===== config.mk =====
export PLATFORM = sky130hd
export DESIGN_NAME = bagman_input_ctrl_flat
export DESIGN_NICKNAME = d
export VERILOG_FILES = /design/src/rtl/bagman_input_pkg.sv /design/src/rtl/bagman_input_ctrl_if.sv /design/src/rtl/bagman_input_ctrl_coin_pulser.sv /design/src/rtl/bagman_input_ctrl.sv /design/src/flat_wrapper.sv
export SDC_FILE = /design/constraint.sdc
export NUM_CORES = 1
export LEC_CHECK = 0
export ABC_AREA = 0
export CAP_MARGIN = 40
export CORE_MARGIN = 2
export CORE_UTILIZATION = 51
export CTS_CLUSTER_DIAMETER = 150
export DETAILED_ROUTE_END_ITERATION = 12
export GPL_ROUTABILITY_DRIVEN = 0
export GPL_TIMING_DRIVEN = 0
export PLACE_DENSITY = 0.8
export SLEW_MARGIN = 25
export SYNTH_ARGS = -nofsm -noshare
export SYNTH_HDL_FRONTEND = slang
export SYNTH_SLANG_ARGS = --single-unit
export TNS_END_PERCENT = 100

===== constraint.sdc =====
create_clock -name clk_sys -period 3.3 [get_ports clk_sys]
set_input_delay 0.825 -clock clk_sys [delete_from_list [all_inputs] [get_ports clk_sys]]
set_output_delay 0.825 -clock clk_sys [all_outputs]
set_load 0.01 [all_outputs]

===== src/rtl/bagman_input_pkg.sv =====
// Shared constants and types for the Bagman control-input stage:
// core vector bit positions, MiSTer joystick bit positions, PS/2 scan codes, coin FSM states.
package bagman_input_pkg;

    localparam int JOY_U = 0;
    localparam int JOY_D = 1;
    localparam int JOY_L = 2;
    localparam int JOY_R = 3;
    localparam int JOY_F = 4;
    localparam int JOY_P = 5;
    localparam int JOY_C = 6;

    localparam int MJ_R    = 0;
    localparam int MJ_L    = 1;
    localparam int MJ_D    = 2;
    localparam int MJ_U    = 3;
    localparam int MJ_F1   = 4;
    localparam int MJ_F2   = 5;
    localparam int MJ_S1   = 6;
    localparam int MJ_S2   = 7;
    localparam int MJ_COIN = 8;

    localparam logic [7:0] SC_UP      = 8'h75;
    localparam logic [7:0] SC_DOWN    = 8'h72;
    localparam logic [7:0] SC_LEFT    = 8'h6B;
    localparam logic [7:0] SC_RIGHT   = 8'h74;
    localparam logic [7:0] SC_P1_F1   = 8'h29;
    localparam logic [7:0] SC_P1_F2   = 8'h14;
    localparam logic [7:0] SC_START1A = 8'h05;
    localparam logic [7:0] SC_START1B = 8'h16;
    localparam logic [7:0] SC_START2A = 8'h06;
    localparam logic [7:0] SC_START2B = 8'h1E;
    localparam logic [7:0] SC_COIN_A  = 8'h2E;
    localparam logic [7:0] SC_COIN_B  = 8'h36;
    localparam logic [7:0] SC_P2_UP   = 8'h2D;
    localparam logic [7:0] SC_P2_DOWN = 8'h2B;
    localparam logic [7:0] SC_P2_LEFT = 8'h23;
    localparam logic [7:0] SC_P2_RGHT = 8'h34;
    localparam logic [7:0] SC_P2_F1   = 8'h1C;

    typedef enum logic [1:0] {IDLE, PULSE, GAP, WAIT_REL} coin_state_t;

    typedef struct packed {
        logic p1_u;
        logic p1_d;
        logic p1_l;
        logic p1_r;
        logic p1_f1;
        logic p1_f2;
        logic start1;
        logic start2;
        logic coin;
        logic p2_u;
        logic p2_d;
        logic p2_l;
        logic p2_r;
        logic p2_f1;
    } key_state_t;

    function automatic int max2(input int a, input int b);
        return (a > b) ? a : b;
    endfunction

endpackage


===== src/rtl/bagman_input_ctrl_if.sv =====
// Bundle of raw MiSTer inputs and the two player vectors handed to the Bagman core.
interface bagman_input_ctrl_if;
    logic [10:0] ps2_key;
    logic [15:0] joystick_0;
    logic [15:0] joystick_1;
    logic        autofire;
    logic [6:0]  joy_pcfrldu;
    logic [6:0]  joy_pcfrldu_2;

    modport master (
        output ps2_key, joystick_0, joystick_1, autofire,
        input  joy_pcfrldu, joy_pcfrldu_2
    );

    modport slave (
        input  ps2_key, joystick_0, joystick_1, autofire,
        output joy_pcfrldu, joy_pcfrldu_2
    );
endinterface


===== src/rtl/bagman_input_ctrl_coin_pulser.sv =====
// Coin request shaper: one fixed-width pulse per request rising edge, followed by a
// mandatory low gap and a wait for the request to be released.
module bagman_coin_pulser
    import bagman_input_pkg::*;
#(
    parameter int COIN_PULSE_CYC = 1200000,
    parameter int COIN_GAP_CYC   = 1200000
) (
    input  logic clk_i,
    input  logic rst_ni,
    input  logic req_i,
    output logic coin_o
);

    localparam int CNT_W = $clog2(max2(max2(COIN_PULSE_CYC, COIN_GAP_CYC), 2));
    localparam logic [CNT_W-1:0] PULSE_LAST = CNT_W'(COIN_PULSE_CYC - 1);
    localparam logic [CNT_W-1:0] GAP_LAST   = CNT_W'(COIN_GAP_CYC - 1);

    coin_state_t      state_q;
    logic [CNT_W-1:0] cnt_q;
    logic             coin_q;
    logic             req_q;

    // req_q resets high so a request still held through reset is not seen as a new edge
    always_ff @(posedge clk_i or negedge rst_ni) begin
        if (!rst_ni) begin
            state_q <= IDLE;
            cnt_q   <= '0;
            coin_q  <= 1'b0;
            req_q   <= 1'b1;
        end else begin
            req_q <= req_i;
            case (state_q)
                IDLE: begin
                    if (req_i && !req_q) begin
                        state_q <= PULSE;
                        coin_q  <= 1'b1;
                        cnt_q   <= '0;
                    end
                end
                PULSE: begin
                    if (cnt_q == PULSE_LAST) begin
                        state_q <= GAP;
                        coin_q  <= 1'b0;
                        cnt_q   <= '0;
                    end else begin
                        cnt_q <= cnt_q + 1'b1;
                    end
                end
                GAP: begin
                    if (cnt_q == GAP_LAST) state_q <= WAIT_REL;
                    else                   cnt_q   <= cnt_q + 1'b1;
                end
                WAIT_REL: begin
                    if (!req_i) state_q <= IDLE;
                end
                default: state_q <= IDLE;
            endcase
        end
    end

    assign coin_o = coin_q;

endmodule


===== src/rtl/bagman_input_ctrl.sv =====
// Bagman control-input stage: PS/2 key decode, joystick merge, coin shaping, registered outputs.
// Optional autofire gating on fire1 is built only when AUTOFIRE_EN is defined.
module bagman_input_ctrl
    import bagman_input_pkg::*;
#(
    parameter int COIN_PULSE_CYC = 1200000,
    parameter int COIN_GAP_CYC   = 1200000,
    parameter int AUTOFIRE_DIV   = 600000
) (
    input logic                clk_sys,
    input logic                reset_n,
    bagman_input_ctrl_if.slave bus
);

    logic       prev_tog_q;
    logic       armed_q;
    key_state_t key_q, key_d;
    logic [6:0] p1_q, p1_d;
    logic [6:0] p2_q, p2_d;
    logic       coin;
    logic       coin_req;
    logic       af_gate;

    wire        key_evt = armed_q & (bus.ps2_key[10] != prev_tog_q);
    wire        pressed = bus.ps2_key[9];
    wire        ext     = bus.ps2_key[8];
    wire [7:0]  code    = bus.ps2_key[7:0];

    // Arrows accept both plain and E0-prefixed codes; everything else must be non-extended
    always_comb begin
        key_d = key_q;
        if (key_evt) begin
            case (code)
                SC_UP:    key_d.p1_u = pressed;
                SC_DOWN:  key_d.p1_d = pressed;
                SC_LEFT:  key_d.p1_l = pressed;
                SC_RIGHT: key_d.p1_r = pressed;
                default: ;
            endcase
            if (!ext) begin
                case (code)
                    SC_P1_F1:               key_d.p1_f1  = pressed;
                    SC_P1_F2:               key_d.p1_f2  = pressed;
                    SC_START1A, SC_START1B: key_d.start1 = pressed;
                    SC_START2A, SC_START2B: key_d.start2 = pressed;
                    SC_COIN_A, SC_COIN_B:   key_d.coin   = pressed;
                    SC_P2_UP:               key_d.p2_u   = pressed;
                    SC_P2_DOWN:             key_d.p2_d   = pressed;
                    SC_P2_LEFT:             key_d.p2_l   = pressed;
                    SC_P2_RGHT:             key_d.p2_r   = pressed;
                    SC_P2_F1:               key_d.p2_f1  = pressed;
                    default: ;
                endcase
            end
        end
    end

    assign coin_req = key_q.coin | bus.joystick_0[MJ_COIN] | bus.joystick_1[MJ_COIN];

    bagman_coin_pulser #(
        .COIN_PULSE_CYC (COIN_PULSE_CYC),
        .COIN_GAP_CYC   (COIN_GAP_CYC)
    ) u_coin (
        .clk_i  (clk_sys),
        .rst_ni (reset_n),
        .req_i  (coin_req),
        .coin_o (coin)
    );

`ifdef AUTOFIRE_EN
    localparam int AF_W = $clog2(max2(AUTOFIRE_DIV, 2));
    localparam logic [AF_W-1:0] AF_LAST = AF_W'(AUTOFIRE_DIV - 1);

    logic [AF_W-1:0] af_cnt_q;
    logic            af_phase_q;

    // Phase starts high so the very first press after reset fires at once
    always_ff @(posedge clk_sys or negedge reset_n) begin
        if (!reset_n) begin
            af_cnt_q   <= '0;
            af_phase_q <= 1'b1;
        end else if (af_cnt_q == AF_LAST) begin
            af_cnt_q   <= '0;
            af_phase_q <= ~af_phase_q;
        end else begin
            af_cnt_q <= af_cnt_q + 1'b1;
        end
    end

    assign af_gate = bus.autofire ? af_phase_q : 1'b1;
`else
    localparam int unused_af_div = AUTOFIRE_DIV;
    logic unused_af;
    assign unused_af = bus.autofire;
    assign af_gate   = 1'b1;
`endif

    logic unused_joy_hi;
    assign unused_joy_hi = ^{bus.joystick_0[15:9], bus.joystick_1[15:9]};

    always_comb begin
        p1_d        = '0;
        p1_d[JOY_U] = key_q.p1_u | bus.joystick_0[MJ_U];
        p1_d[JOY_D] = key_q.p1_d | bus.joystick_0[MJ_D];
        p1_d[JOY_L] = key_q.p1_l | bus.joystick_0[MJ_L];
        p1_d[JOY_R] = key_q.p1_r | bus.joystick_0[MJ_R];
        p1_d[JOY_F] = (key_q.p1_f1 | bus.joystick_0[MJ_F1]) & af_gate;
        p1_d[JOY_P] = key_q.start1 | bus.joystick_0[MJ_S1] | bus.joystick_1[MJ_S1]
                    | key_q.p1_f2 | bus.joystick_0[MJ_F2];
        p1_d[JOY_C] = coin;

        p2_d        = '0;
        p2_d[JOY_U] = key_q.p2_u | bus.joystick_1[MJ_U];
        p2_d[JOY_D] = key_q.p2_d | bus.joystick_1[MJ_D];
        p2_d[JOY_L] = key_q.p2_l | bus.joystick_1[MJ_L];
        p2_d[JOY_R] = key_q.p2_r | bus.joystick_1[MJ_R];
        p2_d[JOY_F] = (key_q.p2_f1 | bus.joystick_1[MJ_F1]) & af_gate;
        p2_d[JOY_P] = key_q.start2 | bus.joystick_0[MJ_S2] | bus.joystick_1[MJ_S2]
                    | bus.joystick_1[MJ_F2];
    end

    // armed_q blocks decode on the first cycle out of reset, while prev_tog_q learns the toggle level
    always_ff @(posedge clk_sys or negedge reset_n) begin
        if (!reset_n) begin
            prev_tog_q <= 1'b0;
            armed_q    <= 1'b0;
            key_q      <= '0;
            p1_q       <= '0;
            p2_q       <= '0;
        end else begin
            prev_tog_q <= bus.ps2_key[10];
            armed_q    <= 1'b1;
            key_q      <= key_d;
            p1_q       <= p1_d;
            p2_q       <= p2_d;
        end
    end

    assign bus.joy_pcfrldu   = p1_q;
    assign bus.joy_pcfrldu_2 = p2_q;

endmodule


===== src/flat_wrapper.sv =====
// flat-port wrapper written by rule: the top's interface ports become plain ports
module bagman_input_ctrl_flat import bagman_input_pkg::*;
#(
    parameter int COIN_PULSE_CYC = 1200000,
    parameter int COIN_GAP_CYC   = 1200000,
    parameter int AUTOFIRE_DIV   = 600000
)
  (clk_sys, reset_n, bus_ps2_key, bus_joystick_0, bus_joystick_1, bus_autofire, bus_joy_pcfrldu, bus_joy_pcfrldu_2);
  bagman_input_ctrl_if bus_i ();
  input logic clk_sys;
  input logic reset_n;
  input wire logic [$bits(bus_i.ps2_key)-1:0] bus_ps2_key;
  input wire logic [$bits(bus_i.joystick_0)-1:0] bus_joystick_0;
  input wire logic [$bits(bus_i.joystick_1)-1:0] bus_joystick_1;
  input wire logic [$bits(bus_i.autofire)-1:0] bus_autofire;
  output wire logic [$bits(bus_i.joy_pcfrldu)-1:0] bus_joy_pcfrldu;
  output wire logic [$bits(bus_i.joy_pcfrldu_2)-1:0] bus_joy_pcfrldu_2;
  assign bus_i.ps2_key = bus_ps2_key;
  assign bus_i.joystick_0 = bus_joystick_0;
  assign bus_i.joystick_1 = bus_joystick_1;
  assign bus_i.autofire = bus_autofire;
  assign bus_joy_pcfrldu = bus_i.joy_pcfrldu;
  assign bus_joy_pcfrldu_2 = bus_i.joy_pcfrldu_2;
  bagman_input_ctrl #(.COIN_PULSE_CYC(COIN_PULSE_CYC), .COIN_GAP_CYC(COIN_GAP_CYC), .AUTOFIRE_DIV(AUTOFIRE_DIV)) u_core (.clk_sys(clk_sys), .reset_n(reset_n), .bus(bus_i));
endmodule

### Word-level counts from Yosys, hierarchy flattened

Cells that the tools add are included.
Widths: inputs -> output; s select.

| cells by class | value |
|---|---|
| equality and inequality tests | 27 |
| muxes and demuxes | 12 |
| bitwise gates (word level) | 21 |
| reductions and logical operators | 25 |
| add/sub/neg operators | 1 |

Operators with widths:

| operator | number |
|---|---|
| $mux 21 | 3 |
| $pmux 21 s3 | 1 |
| $eq 8x6->1 const B | 7 |
| $reduce_and 3->1 | 12 |
| $eq 8x5->1 const B | 4 |
| $eq 8x7->1 const B | 4 |
| $add 21x1->21 const B | 1 |
| $eq 21x21->1 const B | 1 |
| $or 1x1->1 | 19 |
| $eq 8x3->1 const B | 2 |
| $ne 2x2->1 const B | 5 |
| $mux 2 | 4 |
| $pmux 2 s4 | 1 |
| $reduce_and 2->1 | 4 |
| $reduce_or 2->1 | 3 |
| $eq 2x2->1 const B | 2 |
| $reduce_and 4->1 | 1 |
| $reduce_bool 3->1 | 1 |
| $eq 2x1->1 const B | 1 |
| $logic_not 2->1 | 1 |
| $mux 1 | 2 |
| $pmux 1 s2 | 1 |
| $reduce_bool 2->1 | 1 |
| $and 1x1->1 | 1 |
| other kinds (4) | 4 |

| storage, ports and cells | value |
|---|---|
| register bits after elaboration | 54 |
| word-level logic and storage cells | 108 |
| output and inout bits | 14 |
| bits of input ports | 46 |

### Depth between registers and ports, before layout

| logic depth | value |
|---|---|
| depth in word-level cells | 5 |
| gate-level depth with buffers | 9 |
| depth with buffers taken out | 7 |

### Modules after synthesis

Synthesis repeated with hierarchy kept, for this count alone.

| unflattened totals | value |
|---|---|
| cell total of the unflattened synthesis | 276 |
| area, all modules | 2,802.7 um^2 |

By module, submodules not included:

| module | times used | area an instance (um^2) | cells each |
|---|---|---|---|
| bagman_coin_pulser | 1 | 1,581.5 | 183 |
| bagman_input_ctrl | 1 | 1,221.2 | 93 |

### Worst setup path before layout

Ideal clock, no wire load.

| timing | value |
|---|---|
| kind | input port to flip-flop |
| from | input port bus_ps2_key[6] |
| to | register u_core.key_q[6] (netlist bit) |
| data arrival time | 2.057 ns |
| buffers on the path | 0 |
| stages | 5 |
| setup time | 0.125 ns |
| setup slack | 1.118 ns |
| path through | or2_2 -> nor4_1 -> nand2_1 -> nor3_1 -> mux2_2 |

| on the way | value |
|---|---|
| cells in the longest elaborated chain, start to end | 3 |
| elaborated cells between the ends (all ways) | 4 |

RTL lines:

| item | RTL line | RTL |
|---|---|---|
| start, declared | flat_wrapper.sv:12 | `input wire logic [$bits(bus_i.ps2_key)-1:0] bus_ps2_key;` |
| $eq 8x3->1 or $eq 8x5->1 (tied branches) | bagman_input_ctrl.sv:41 | `case (code)` |
| $reduce_or 2->1 (*) | bagman_input_ctrl.sv:41 |  |
| $reduce_and 3->1 (no source line) (*) | -- |  |
| end signal, assigned | bagman_input_ctrl.sv:133 | `key_q <= key_d;` |
| end, declared | bagman_input_ctrl.sv:17 | `key_state_t key_q, key_d;` |

Mark *: on every way between the ends. The rest lies on a longest branch, timed or not.
A chain may end at the register's enable or synchronous reset.

### Final worst setup path

Ends and elaborated chain as after synthesis.

==> metrics.txt <==
critical path peak fanout 3; vias in the first global route 2125; Yosys reg bits 54; initial DRC count 175; Leak 1.50 nW; top cell type's share of synthesized area 48.6%; vias per cell 5.71; Multi-input gate area 1260 um^2; worst-margin pin slew 0.685 ns; Clock transition at path regs 0.11 ns; CP Class input pin to flop; mux share of post-synthesis cell area 5.73%; Net Sw Frac 24.5%; clock sink total 54; pin count of the biggest net entering global routing 55; initial antenna violation count 0; number of flops mapped to enable cells by yosys 0; Sw Pwr 0.000289 W; Max IR drop VDD 0.204 mV; die area 5950 um^2; Inserted Diodes 0; gr usage total 21.1%; min Tclk post-route 2.65 ns; quantity of I/O buffers inserted on ports 42; max cap viols 0; Yosys top cell by area dfrtp_1; overall power 0.00118 W; top post-synthesis cells by area dfrtp_1 49%, mux2_2 5.4%, a31oi_1 5.3%; Max Clock Skew 0.00397 ns; P_int 0.000890 W; CP Buf/Inv Count 1; run status finished clean; most common cell after layout, fill and taps aside dfrtp_1; CTS tree built; CTS hold repair buffers 0; relative slew slack 54.0%; clock share of power 34.0%; Mapped Area 2730 um^2; Avg Cell Area, Syn 10.3 um^2; asr flop ratio synth 100%; Place WS 0.367 ns; die width 77.2 um; vias 2192; Max Buffers Root-to-Sink 2; DRC errors left 0; Reg power frac 57.6%; setup TNS 0 ns; first-pass GRT wire length 10100 um; final net count 366; Die Y 77.2 um; cell row count 26; Ports 60; Worst Hold Class flop to flop; top_reg_cell synth dfrtp_1; CP max stage cell nor4_1; CTS root buf clkbuf_8; P per Cell Area 354 nW/um^2; Seq/Total Area, Yosys 49.6%; Final HPWL DP 4230 um; Layout area overhead 22.1%; synth unique cells 47; XOR/XNOR Fraction of Synth Area 0.642%; worst endpoint required time 3.51 ns; delay-heaviest family, CP simple AND/OR/NAND/NOR gates; CP Capture Type flop; area share of fa/ha/maj cells after synthesis 3.21%; H-tree depth 2; worst path cell trace clkdlybuf4s50_1 > or2_2 > nor4_1 > nand2_1 > nor3_1 > mux2_2; Finished Core Util 64.8%; Core Box Area 5140 um^2; post-cts resize count 0; Synth Warn # 0; Post-CTS Setup Inserts 0; initial core utilization 53.1%; most frequent cells in the layout 53 x dfrtp_1, 41 x clkdlybuf4s50_1, 24 x nand2_1; final setup vio count 0; sequential cell area 1350 um^2; CTS buffer count 5; Finished Layout Cells 384; global route overflow 0; max-slew violation count 0; Hold Violations, Final 0; cell count after synthesis 264; DR pass1 iterations 4; RSZ-0062 raised after global routing no; Max Freq 377 MHz; largest family of logic cells by synthesized area simple AND/OR/NAND/NOR gates; Clock Latency Late Sink 0.32 ns; final setup margin 0.646 ns; crit-path max cell delay 0.43 ns; period utilisation layout 80.4%; WL final 5890 um; post-route ant nets 0; share of layout cells above drive strength 1 15.6%; dpl cells 376; Startpoint Class input pin; Fill cells 433; DR WL/cell 15.3 um; critical path arrival 2.87 ns; compound-gate portion of the synthesized area 13.5%; simple-gate share of the synthesized area 22.9%; post-synthesis net count 317; Logic pwr share 8.5%
cells by family (layout without fill, tap and decap cells):
group | count (synthesis) | count (layout)
simple gates | 108 | 108
compound gates | 54 | 54
flops | 54 | 54
buf+inv | 23 | 73
mux | 14 | 14
fa+ha+maj | 7 | 7
other cells | 2 | 2
xor+xnor | 2 | 2
metrics by stage:
step	hold slack (ns)	area (um^2)
global route	0.447	3330
floorplan	0.369	2730
detailed placement	0.386	3230
CTS	0.422	3330
global placement	0.394	3240
finish	0.421	3330
layer usage:
layer	routed length (um)	GRT usage [%]	part of all wire (%)	up-vias
met4	85	6.25	1.4	0
met2	2890	34.2	49	78
li1	-	-	-	1057
met1	2630	29.3	45	1048
met3	285	3.29	4.8	9
met5	0	0	0	-
flip-flops by register name, summed over array words and instances (netlist names):
| signal | flops |
|---|---|
| u_core.u_coin.cnt_q | 21 |
| u_core.key_q | 14 |
| u_core.bus.joy_pcfrldu | 7 |
| u_core.bus.joy_pcfrldu_2 | 6 |
| u_core.u_coin.state_q | 2 |
| u_core.armed_q | 1 |
| u_core.prev_tog_q | 1 |
| u_core.u_coin.coin_o | 1 |
| u_core.u_coin.req_q | 1 |
power by group through the flow:
stage | logic, W | registers (W) | clock network (W)
global placement | 0.0000992 | 0.000692 | 0
floorplan | 0.0000270 | 0.000695 | 0
finish | 0.000100 | 0.000679 | 0.000400
CTS | 0.000102 | 0.000679 | 0.000407
global route | 0.000110 | 0.000681 | 0.000435
detailed placement | 0.000101 | 0.000692 | 0
cells in the mapped netlist (2+ instances only):
cell	n
a21oi_1	4
a2bb2oi_2	2
a31oi_1	23
a41oi_1	4
and3_1	8
and4_1	2
buf_2	4
buf_4	2
buf_6	2
clkbuf_1	3
conb_1	2
dfrtp_1	53
ha_1	7
inv_1	12
mux2_2	13
nand2_1	24
nand2b_1	13
nand3_1	8
nand4_1	2
nor2_1	12
nor3_1	11
nor4_1	4
nor4_2	2
nor4b_1	2
o21ai_0	9
o2bb2ai_1	2
o31ai_1	3
or2_2	12
path summary, 6_finish.rpt:
kind / startpoint / endpoint / slack, ns / depth (start not counted)
worst min-delay path: u_core.u_coin.coin_o$_DFFE_PN0P_ / u_core.bus.joy_pcfrldu[6]$_DFF_PN0_ / 0.42 / 0
min in group asynchronous: reset_n / u_core.key_q[1]$_DFFE_PN0P_ / 0.53 / 1
worst max-delay path: bus_ps2_key[6] / u_core.key_q[6]$_DFFE_PN0P_ / 0.65 / 6
worst min register to register: u_core.u_coin.coin_o$_DFFE_PN0P_ / u_core.bus.joy_pcfrldu[6]$_DFF_PN0_ / 0.42 / 0
worst max register to register: u_core.u_coin.state_q[0]$_DFFE_PN0P_ / u_core.u_coin.cnt_q[3]$_DFFE_PN0P_ / 0.94 / 8
max in group asynchronous: reset_n / u_core.u_coin.cnt_q[15]$_DFFE_PN0P_ / 2.33 / 1
area by class of cell:
type	instances	area share [%]
Timing Repair Buffer	42	12.5
Tap cell	70	2.63
Buffer	11	2.07
Sequential cell	54	40.6
Clock buffer	5	2.07
Multi-Input combinational cell	187	37.9
Clock inverter	3	0.864
Inverter	12	1.35
No activity file was read; power rests on OpenSTA's default activity.
